## config.mk

```make
export PLATFORM = sky130hd
export DESIGN_NAME = fpu_op_sequencer
export DESIGN_NICKNAME = d
export VERILOG_FILES = /design/src/rtl/fpu_op_sequencer.sv
export SDC_FILE = /design/constraint.sdc
export NUM_CORES = 1
export LEC_CHECK = 0
export CAP_MARGIN = 20
export CELL_PAD_IN_SITES_DETAIL_PLACEMENT = 0
export CELL_PAD_IN_SITES_GLOBAL_PLACEMENT = 1
export CORE_ASPECT_RATIO = 1.4
export CORE_MARGIN = 5
export CORE_UTILIZATION = 44
export DETAILED_ROUTE_END_ITERATION = 6
export PLACE_DENSITY = 0.84
export SETUP_SLACK_MARGIN = 0.1
export SLEW_MARGIN = 20
export SYNTH_ARGS = -nofsm -noshare
export SYNTH_HDL_FRONTEND = slang
export SYNTH_SLANG_ARGS = --single-unit
```

## constraint.sdc

```tcl
create_clock -name i_clk -period 3.8 [get_ports i_clk]
set_input_delay 0.76 -clock i_clk [delete_from_list [all_inputs] [get_ports i_clk]]
set_output_delay 0.76 -clock i_clk [all_outputs]
set_load 0.1 [all_outputs]
```

## src/rtl/fpu_op_sequencer.sv

```systemverilog
// Issue/collect stage around the combinational FP adder: request FIFO, settle-timed execution, response register, sticky flags.
// Optional op counter output o_op_cnt enabled by defining FPU_OP_COUNT_EN.
module fpu_op_sequencer #(
    parameter int DEPTH      = 4,
    parameter int SETTLE_CYC = 2
) (
    input  logic        i_clk,
    input  logic        i_rst_n,
    input  logic        i_req_valid,
    output logic        o_req_ready,
    input  logic [31:0] i_req_a,
    input  logic [31:0] i_req_b,
    input  logic        i_req_sub,
    output logic [31:0] o_fpu_a,
    output logic [31:0] o_fpu_b,
    output logic        o_fpu_add_sub,
    input  logic [31:0] i_fpu_s,
    input  logic        i_fpu_ov,
    input  logic        i_fpu_un,
    output logic        o_rsp_valid,
    input  logic        i_rsp_ready,
    output logic [31:0] o_rsp_s,
    output logic        o_rsp_ov,
    output logic        o_rsp_un,
    output logic        o_sticky_ov,
    output logic        o_sticky_un,
    input  logic        i_sticky_clr,
`ifdef FPU_OP_COUNT_EN
    output logic [15:0] o_op_cnt,
`endif
    output logic        o_busy
);

    localparam int PW   = (DEPTH > 1) ? $clog2(DEPTH) : 1;
    localparam int CNTW = (SETTLE_CYC > 1) ? $clog2(SETTLE_CYC) : 1;

    localparam logic [PW:0]     FULL_CNT    = (PW + 1)'(DEPTH);
    localparam logic [CNTW-1:0] SETTLE_LOAD = CNTW'(SETTLE_CYC - 1);

    localparam logic [1:0] ST_IDLE = 2'd0;
    localparam logic [1:0] ST_EXEC = 2'd1;
    localparam logic [1:0] ST_RESP = 2'd2;

    logic [64:0]     mem_q [DEPTH];
    logic [PW-1:0]   wr_ptr_q, wr_ptr_d;
    logic [PW-1:0]   rd_ptr_q, rd_ptr_d;
    logic [PW:0]     count_q, count_d;
    logic            push;
    logic            pop;
    logic            fifo_empty;
    logic [64:0]     head;

    logic [1:0]      state_q, state_d;
    logic [CNTW-1:0] cnt_q, cnt_d;
    logic [31:0]     fpu_a_q, fpu_a_d;
    logic [31:0]     fpu_b_q, fpu_b_d;
    logic            fpu_sub_q, fpu_sub_d;
    logic            rsp_valid_q, rsp_valid_d;
    logic [31:0]     rsp_s_q, rsp_s_d;
    logic            rsp_ov_q, rsp_ov_d;
    logic            rsp_un_q, rsp_un_d;
    logic            sticky_ov_q, sticky_ov_d;
    logic            sticky_un_q, sticky_un_d;
    logic            capture;

    // Ready depends on occupancy only, so a full FIFO refuses even when a pop happens this cycle.
    assign o_req_ready = (count_q != FULL_CNT);
    assign push        = i_req_valid && o_req_ready;
    assign fifo_empty  = (count_q == '0);
    assign head        = mem_q[rd_ptr_q];

    always_ff @(posedge i_clk) begin
        if (push) begin
            mem_q[wr_ptr_q] <= {i_req_sub, i_req_b, i_req_a};
        end
    end

    always_comb begin
        wr_ptr_d = wr_ptr_q;
        rd_ptr_d = rd_ptr_q;
        count_d  = count_q;
        if (push) begin
            wr_ptr_d = wr_ptr_q + 1'b1;
        end
        if (pop) begin
            rd_ptr_d = rd_ptr_q + 1'b1;
        end
        case ({push, pop})
            2'b10:   count_d = count_q + 1'b1;
            2'b01:   count_d = count_q - 1'b1;
            default: count_d = count_q;
        endcase
    end

    always_comb begin
        state_d     = state_q;
        cnt_d       = cnt_q;
        fpu_a_d     = fpu_a_q;
        fpu_b_d     = fpu_b_q;
        fpu_sub_d   = fpu_sub_q;
        rsp_valid_d = rsp_valid_q;
        rsp_s_d     = rsp_s_q;
        rsp_ov_d    = rsp_ov_q;
        rsp_un_d    = rsp_un_q;
        pop         = 1'b0;
        capture     = 1'b0;

        case (state_q)
            ST_IDLE: begin
                if (!fifo_empty) begin
                    pop = 1'b1;
                end
            end
            ST_EXEC: begin
                if (cnt_q != '0) begin
                    cnt_d = cnt_q - 1'b1;
                end else begin
                    capture     = 1'b1;
                    rsp_s_d     = i_fpu_s;
                    rsp_ov_d    = i_fpu_ov;
                    rsp_un_d    = i_fpu_un;
                    rsp_valid_d = 1'b1;
                    state_d     = ST_RESP;
                end
            end
            ST_RESP: begin
                if (i_rsp_ready) begin
                    rsp_valid_d = 1'b0;
                    if (!fifo_empty) begin
                        pop = 1'b1;
                    end else begin
                        state_d = ST_IDLE;
                    end
                end
            end
            default: state_d = ST_IDLE;
        endcase

        // Both IDLE and RESP-handshake issue share the same load path.
        if (pop) begin
            fpu_a_d   = head[31:0];
            fpu_b_d   = head[63:32];
            fpu_sub_d = head[64];
            cnt_d     = SETTLE_LOAD;
            state_d   = ST_EXEC;
        end
    end

    // Set takes priority over clear when both land on the same edge.
    always_comb begin
        sticky_ov_d = (sticky_ov_q && !i_sticky_clr) || (capture && i_fpu_ov);
        sticky_un_d = (sticky_un_q && !i_sticky_clr) || (capture && i_fpu_un);
    end

    always_ff @(posedge i_clk or negedge i_rst_n) begin
        if (!i_rst_n) begin
            wr_ptr_q    <= '0;
            rd_ptr_q    <= '0;
            count_q     <= '0;
            state_q     <= ST_IDLE;
            cnt_q       <= '0;
            fpu_a_q     <= '0;
            fpu_b_q     <= '0;
            fpu_sub_q   <= 1'b0;
            rsp_valid_q <= 1'b0;
            rsp_s_q     <= '0;
            rsp_ov_q    <= 1'b0;
            rsp_un_q    <= 1'b0;
            sticky_ov_q <= 1'b0;
            sticky_un_q <= 1'b0;
        end else begin
            wr_ptr_q    <= wr_ptr_d;
            rd_ptr_q    <= rd_ptr_d;
            count_q     <= count_d;
            state_q     <= state_d;
            cnt_q       <= cnt_d;
            fpu_a_q     <= fpu_a_d;
            fpu_b_q     <= fpu_b_d;
            fpu_sub_q   <= fpu_sub_d;
            rsp_valid_q <= rsp_valid_d;
            rsp_s_q     <= rsp_s_d;
            rsp_ov_q    <= rsp_ov_d;
            rsp_un_q    <= rsp_un_d;
            sticky_ov_q <= sticky_ov_d;
            sticky_un_q <= sticky_un_d;
        end
    end

`ifdef FPU_OP_COUNT_EN
    logic [15:0] op_cnt_q, op_cnt_d;

    always_comb begin
        op_cnt_d = op_cnt_q;
        if (i_sticky_clr) begin
            op_cnt_d = '0;
        end else if (rsp_valid_q && i_rsp_ready && (op_cnt_q != '1)) begin
            op_cnt_d = op_cnt_q + 16'd1;
        end
    end

    always_ff @(posedge i_clk or negedge i_rst_n) begin
        if (!i_rst_n) begin
            op_cnt_q <= '0;
        end else begin
            op_cnt_q <= op_cnt_d;
        end
    end

    assign o_op_cnt = op_cnt_q;
`endif

    assign o_fpu_a       = fpu_a_q;
    assign o_fpu_b       = fpu_b_q;
    assign o_fpu_add_sub = fpu_sub_q;
    assign o_rsp_valid   = rsp_valid_q;
    assign o_rsp_s       = rsp_s_q;
    assign o_rsp_ov      = rsp_ov_q;
    assign o_rsp_un      = rsp_un_q;
    assign o_sticky_ov   = sticky_ov_q;
    assign o_sticky_un   = sticky_un_q;
    assign o_busy        = !fifo_empty || (state_q != ST_IDLE);

endmodule

```

# ---- Word-level counts from Yosys, hierarchy flattened
# Memory sizes are Yosys's and may differ from the RTL's. A register that Yosys moved wholly into a read port is not among the register bits.
# Index checks and enable logic that the tools add are counted.
dict set report word_totals {
  ramBits 260
  out_inout_bits 104
  n_memories 1
  reg_bits 47
}
# memory words width rd rd_clocked_by_memory_dff write_ports line
set mem_list {}
lappend mem_list {mem_q 4 65 1 1 1 44} ;# logic [64:0] mem_q [DEPTH];
dict set report op_classes {
  addsub 5
  bitwise 1
  n_reduce_logical 20
  mux 19
  eq_ne 11
}
# operator count
set ops {}
lappend ops {{3-bit != test, second input constant} 4}
lappend ops {{1-bit 2-to-1 mux} 11}
lappend ops {{2-bit 2-to-1 mux} 4}
lappend ops {{2-bit nonzero test} 4}
lappend ops {{2-bit != test, second input constant} 3}
lappend ops {{2-bit case mux with 3 select lines} 1}
lappend ops {{3-bit case mux with 2 select lines} 1}
lappend ops {{1-bit logical AND} 5}
lappend ops {{2-bit by 1-bit adder with 2-bit output, second input constant} 2}
lappend ops {{2-bit by 1-bit equality test with 1-bit output, second input constant} 2}
lappend ops {{2-bit equality test, second input constant} 2}
lappend ops {{1-bit case mux with 2 select lines} 2}
lappend ops {{4-bit AND reduction} 1}
lappend ops {{3-bit by 1-bit adder with 3-bit output, second input constant} 1}
lappend ops {{1-bit zero test} 3}
lappend ops {{3-bit zero test} 1}
lappend ops {{1-bit logical OR} 3}
lappend ops {{3-bit AND reduction} 1}
lappend ops {{3-bit by 1-bit subtractor with 3-bit output, second input constant} 1}
lappend ops {{2-bit zero test} 1}
lappend ops {{2-bit AND reduction} 1}
lappend ops {{1-bit inverter} 1}
lappend ops {{1-bit subtractor, second input constant} 1}

# ---- Logic depth before layout (Yosys ltp)
# Gate-level depths: netlist (run 1).
dict set report depth {
  depth_word 6
  mapped_depth 9
}

# ---- Worst setup path after synthesis (run 1)
# No wires, ideal clock.
dict set report synth_timing {
  path_kind {reg2reg}
  from {reg count_q[2]}
  to {mem mem_q[0][0] (enable)}
  stages_incl_launch_ff 3
  setup_time_ps 430
  path_buffers 0
  arrival_ps 2915
  setup_slack_ps 455
  synth_period_minus_slack_ps 3345
  path_cell_list {dfrtp_1 > or3b_1 > and3_1}
}
dict set report synth_via {
  elab_chain_len 4
}
# element line
set synth_rtl {}
lappend synth_rtl {{start, declared} 47} ;# logic [PW:0] count_q, count_d;
lappend synth_rtl {{start signal, assigned} 174} ;# count_q <= count_d;
lappend synth_rtl {{3-bit != test} 67} ;# assign o_req_ready = (count_q != FULL_CNT);
lappend synth_rtl {{via o_req_ready} 10} ;# output logic o_req_ready,
lappend synth_rtl {{1-bit logical AND} 68} ;# assign push = i_req_valid && o_req_ready;
lappend synth_rtl {{1-bit 2-to-1 mux} 73} ;# if (push) begin
lappend synth_rtl {{1-bit 2-to-1 mux (not written as such)} 74} ;# mem_q[wr_ptr_q] <= {i_req_sub, i_req_b, i_req_a};
lappend synth_rtl {{end, declared} 44}
# The timed path passes the listed nets, and every way through them passes these cells.

# ---- Final worst setup path (run 1)
dict set report layout_timing {
  from {reg count_q[0]}
  to {out o_req_ready}
}
dict set report layout_via {
  elab_chain_len 1
}
# element line
set layout_rtl {}
lappend layout_rtl {{3-bit != test} 67}
lappend layout_rtl {{end, declared} 10}
# No other way between the ends.

==> flow_summary.ini, run 1 <==
[setup_path]
r2r-end = count_q[2]$_DFFE_PN0P_
start_kind = flop
rr_startpoint = count_q[0]$_DFFE_PN0P_
cp.buffers_inverters = 1
critPathTopFamily = buffers and inverters
worstPathArrival_ns = 2.40
rrSetupSlack_ns = 1.53
critPathRequiredTime_ns = 3.04
critPathKind = flop to primary output
cp_slowest_stage_delay_ns = 1.01
timing.critical_path.to_type = primary output
r2r_cells = 9
cp_cell_sequence = or3b_1 > clkdlybuf4s50_1
critPathMaxFanout = 6
cpMaxStageDelayCell = clkdlybuf4s50_1

[yosys]
synthArstFlopShare_pct = 30.1
synth_area_sq_um = 13800
synthFlopType = edfxtp_1
postSynthNetCount = 718
syn_area_per_cell_sq_um = 22.8
synth_cells = 608
yosys.cell_types.count = 34
yosysWarnings = 0
yosys.cell_count.top_type = edfxtp_1
synth_edf_count = 260
ys_ff_latch = 372
synth_top_cell_area_share_pct = 56.4
yosys-top-cells-area = edfxtp_1 56%, dfrtp_1 20%, mux4_2 11%
synth-seq-area-share_pct = 76.7
yosysTopAreaCell = edfxtp_1
ys_top_cells_by_count = 260 x edfxtp_1, 112 x dfrtp_1, 71 x mux2_2

[route]
vias_per_cell = 5.18
first_iter_violations = 316
drcViolationCount = 0
wl_mm = 26.0
final_antenna_net_count = 0
drt-pass1-iter-count = 4
dr_total_vias = 6484
wl_per_cell_um = 20.8

[finish]
drive_above_1_share_pct = 27.0
areaGrowthSynthToFinish_pct = 26.7
nets = 946
fin_util_pct = 56.8
fillers = 2330
antenna-diode-count = 0

[floorplan]
initial_utilization_pct = 44.8
io_pins = 208
die_y_um = 220
coreArea_sq_um = 30900
dieArea_sq_um = 35200
row_count = 76
fp.dieW_um = 160

[timing]
relSlewSlack_pct = 29.5
fmax_mhz = 317
setup_tns_ns = 0
worst_slew_pin_slew_ns = 1.05
fin_worst_skew_ns = 0.00897
hold_viol = 0
fin_ws_ns = 0.644
min_period_ns = 3.16
setup_violations = 0
rsz0062_at_grt = false
slew_viol_final = 0
period_share_pct = 83.1

[clocking]
clk_pin_slew_ns = 0.06
cts_sinks = 372
cts_tree = yes
postCtsHoldBufs = 0
htreeDepth = 2
cts_inserted_buffers = 36
clk-insertion-delay-late_ns = 0.51
post_cts_resized = 0
post_cts_buffers = 0
root_buffer = clkbuf_16
clockBufferDepth = 3

[placed_design]
pre_cts_slack_ns = 1.13
gp_congestion = 0.703
port-buffer-count = 207
dp_hpwl_mm = 16.0

[global_route]
grt-ovfl-total = 0
grtUsageTotal_pct = 15.1
grt_antenna_before_repair = 1
grt_pass1_vias = 7241
grt_max_degree = 89
grt_pass1_wl_mm = 41.5

[run_status]
outcome = finished, final reports clean

[hold_path]
hold_path_class = input pin to async pin

[job]
drv_cap = 0
cell usage in the layout (no fill, tap or decap), drive strengths merged:
master	n
a21oi	1
mux2	101
or3b	1
clkdlybuf4s50	206
a21o	1
edfxtp	260
clkinvlp	2
nand2b	1
ha	5
xnor2	2
clkbuf	49
nand2	2
mux4	65
nor4b	1
xor2	4
a22o	2
nor3	2
and2	1
dfrtp	112
nor2b	1
and3	4
o21bai	1
inv	8
buf	9
clkinv	10
bufinv	3
nor2	6
mux2i	1
fa	1
sequential cells by signal, indices dropped and copies added (netlist names):
name,cells
state_q,2
o_fpu_a,32
wr_ptr_q,2
o_sticky_un,1
rd_ptr_q,2
cnt_q,1
o_sticky_ov,1
o_rsp_s,32
o_rsp_valid,1
o_rsp_ov,1
count_q,3
o_fpu_add_sub,1
o_rsp_un,1
o_fpu_b,32
mem_q,260
cell families (layout without fill, tap and decap cells):
logic type / Yosys count / after routing / synth area share [%]
multiplexers: 167 / 167 / 19.6
XOR/XNOR: 6 / 6 / 0.380
buffers and inverters: 33 / 287 / 1.55
AND/OR/NAND/NOR: 19 / 19 / 0.904
AO/OA/AOI/OAI: 5 / 5 / 0.271
flip-flops: 372 / 372 / 76.7
adder cells (fa/ha/maj): 6 / 6 / 0.597
cell type report:
cell class	instances	area, sq um	area share, %
flip-flops and latches	372	10600	60.5
multi-input cells	203	3030	17.3
repair buffers	215	2210	12.6
clock buffers	49	1010	5.77
well taps	390	488	2.78
clock inverters	15	150	0.856
inverters	8	30.0	0.171
worst max path at each step:
stage | slack (ns) | cells past startpoint | start | to
2_1_floorplan | 0.45 | 2 | count_q[2]$_DFFE_PN0P_ | mem_q[0][0]$_DFFE_PP_
3_3_place_gp | 1.14 | 9 | i_rsp_ready | count_q[2]$_DFFE_PN0P_
5_1_grt | 0.55 | 2 | count_q[0]$_DFFE_PN0P_ | o_req_ready
3_5_place_dp | 1.13 | 9 | i_rsp_ready | count_q[2]$_DFFE_PN0P_
6_report | 0.64 | 2 | count_q[0]$_DFFE_PN0P_ | o_req_ready
4_1_cts | 0.59 | 2 | count_q[1]$_DFFE_PN0P_ | o_req_ready
stage by stage:
stage	instance area [sq um]	hold slack, ns	cells
floorplan	13800	0.464	608
global placement	16400	0.470	1188
detailed placement	16400	0.476	1188
CTS	17500	0.358	1252
global route	17500	0.398	1252
finish	17500	0.320	1252
worst register-to-register path, cell delays in order, from the launching register on:
cell	delay, ns
dfrtp_1	0.42
or3b_1	0.46
and2_1	0.24
inv_1	0.07
ha_1	0.17
inv_1	0.06
fa_1	0.37
xor2_1	0.15
nor2_1	0.11
xor2_1	0.15
routing by layer:
metal	track usage, %	vias up	wire length (um)
li1	-	2889	-
met1	18.9	3340	10500
met2	26.6	203	13400
met3	3.39	50	1440
met4	4.76	2	637
met5	0	-	13
Power of run 1 is left out: the tool's default activity adds up to more than one toggle a clock period on the data nets, which glitch-free logic cannot reach.
==> inputs of run 2 (changes only) <==
- CORE_UTILIZATION: 44 -> 42
- clock period: 3.8 -> 2.7 ns (I/O delays scaled with it)
==> flow_summary.ini, run 2 (same netlist as run 1, synthesis figures left out) <==
[placed_design]
dp_hpwl_mm = 16.3
port-buffer-count = 207
gp_congestion = 0.690

[setup_path]
timing.critical_path.to_type = flop
critPathRequiredTime_ns = 3.14
worstPathArrival_ns = 2.79
critPathKind = flop to flop
cp_slowest_stage_delay_ns = 0.54
start_kind = flop
critPathMaxFanout = 6
cpMaxStageDelayCell = or3b_2
cp_cell_sequence = or3b_2 > and2_1 > inv_1 > ha_1 > inv_1 > fa_1 > xor2_1 > nor2_1 > xor2_1

[finish]
final_common_cell = edfxtp_1
areaGrowthSynthToFinish_pct = 26.8
multi_input_area_sq_um = 3030
fillers = 2492
regArea_sq_um = 10600
final_cell_mix = 260 x edfxtp_1, 111 x buf_4, 110 x dfrtp_1
drive_above_1_share_pct = 40.9
nets = 954
regMostFlops = mem_q
largest_reg_flops = 260

[global_route]
grt_antenna_before_repair = 2
grt-ovfl-total = 0
grt_max_degree = 69
grtUsageTotal_pct = 14.8
grt_pass1_wl_mm = 41.6
grt_pass1_vias = 7292

[clocking]
root_buffer = clkbuf_16
clk_pin_slew_ns = 0.07
cts_sinks = 372
post_cts_resized = 0
post_cts_buffers = 0
clockBufferDepth = 3
cts_inserted_buffers = 36
cts_tree = yes
postCtsHoldBufs = 0
clk-insertion-delay-late_ns = 0.52
htreeDepth = 2

[timing]
rsz0062_at_grt = false
worst_slew_pin_slew_ns = 0.650
period_share_pct = 87.3
setup_violations = 0
setup_tns_ns = 0
fmax_mhz = 424
fin_worst_skew_ns = 0.0115
relSlewSlack_pct = 56.7
slew_viol_final = 0
hold_viol = 0
min_period_ns = 2.36

[route]
first_iter_violations = 287
vias_per_cell = 5.00
drt-pass1-iter-count = 4
drcViolationCount = 0
final_antenna_net_count = 0
wl_per_cell_um = 20.6
wl_mm = 27.1
dr_total_vias = 6568

[hold_path]
hold_path_class = input pin to async pin

[floorplan]
initial_utilization_pct = 42.6
coreArea_sq_um = 32500
die_y_um = 225
dieArea_sq_um = 36700
fp.dieW_um = 163
io_pins = 208
row_count = 78

[job]
drv_cap = 0

[run_status]
outcome = finished, final reports clean
[run 2: per-layer routing]
metal / global-route usage, % / vias to the layer above / wire length, um
met3: 3.59 / 49 / 1840
met4: 4.63 / 2 / 583
met1: 18.1 / 3419 / 10600
li1: - / 2900 / -
met5: 0 / - / 7
met2: 26.0 / 198 / 14100
[run 2: final timing paths]
kind	slack (ns)	cells past startpoint	to	startpoint
worst max register to register	0.34	9	count_q[2]$_DFFE_PN0P_	count_q[0]$_DFFE_PN0P_
worst min register to register	0.49	1	o_rsp_s[14]$_DFFE_PN0P_	o_rsp_s[14]$_DFFE_PN0P_
worst min-delay path	0.02	1	o_rsp_s[11]$_DFFE_PN0P_	i_rst_n
worst max-delay path	0.34	9	count_q[2]$_DFFE_PN0P_	count_q[0]$_DFFE_PN0P_
min in group i_clk	0.49	1	o_rsp_s[14]$_DFFE_PN0P_	o_rsp_s[14]$_DFFE_PN0P_
max in group asynchronous	1.94	2	rd_ptr_q[1]$_DFFE_PN0P_	i_rst_n
[run 2: final cells by class]
| cell class | count | share of cell area (%) |
|---|---|---|
| Antenna cell | 1 | 0.0143 |
| Clock buffer | 47 | 5.95 |
| Clock inverter | 19 | 1.24 |
| Inverter | 8 | 0.171 |
| Multi-Input combinational cell | 203 | 17.3 |
| Sequential cell | 372 | 60.5 |
| Tap cell | 440 | 3.14 |
| Timing Repair Buffer | 223 | 11.7 |
[run 2: through the flow]
step / setup WS (ns) / instances / hold WS [ns] / instance area [sq um] / utilization [%]
after detailed placement: 0.250 / 1246 / 0.478 / 16300 / 50.1
final: 0.344 / 1313 / 0.0177 / 17500 / 54.0
after CTS: 0.347 / 1312 / 0.0314 / 17500 / 54.0
after global routing: 0.177 / 1312 / 0.0563 / 17500 / 54.0
after floorplan: 0.159 / 608 / 0.244 / 13800 / -
after global placement: 0.264 / 1246 / 0.470 / 16300 / 50.1
[run 2: worst max-delay path: cells and delay by family, from the launching register on]
kind / cells / cell delay (ns)
AND/OR/NAND/NOR: 3 / 0.89
flip-flops: 1 / 0.42
XOR/XNOR: 2 / 0.31
adder cells (fa/ha/maj): 2 / 0.54
buffers and inverters: 2 / 0.13
Power of run 2 is left out for the same reason.
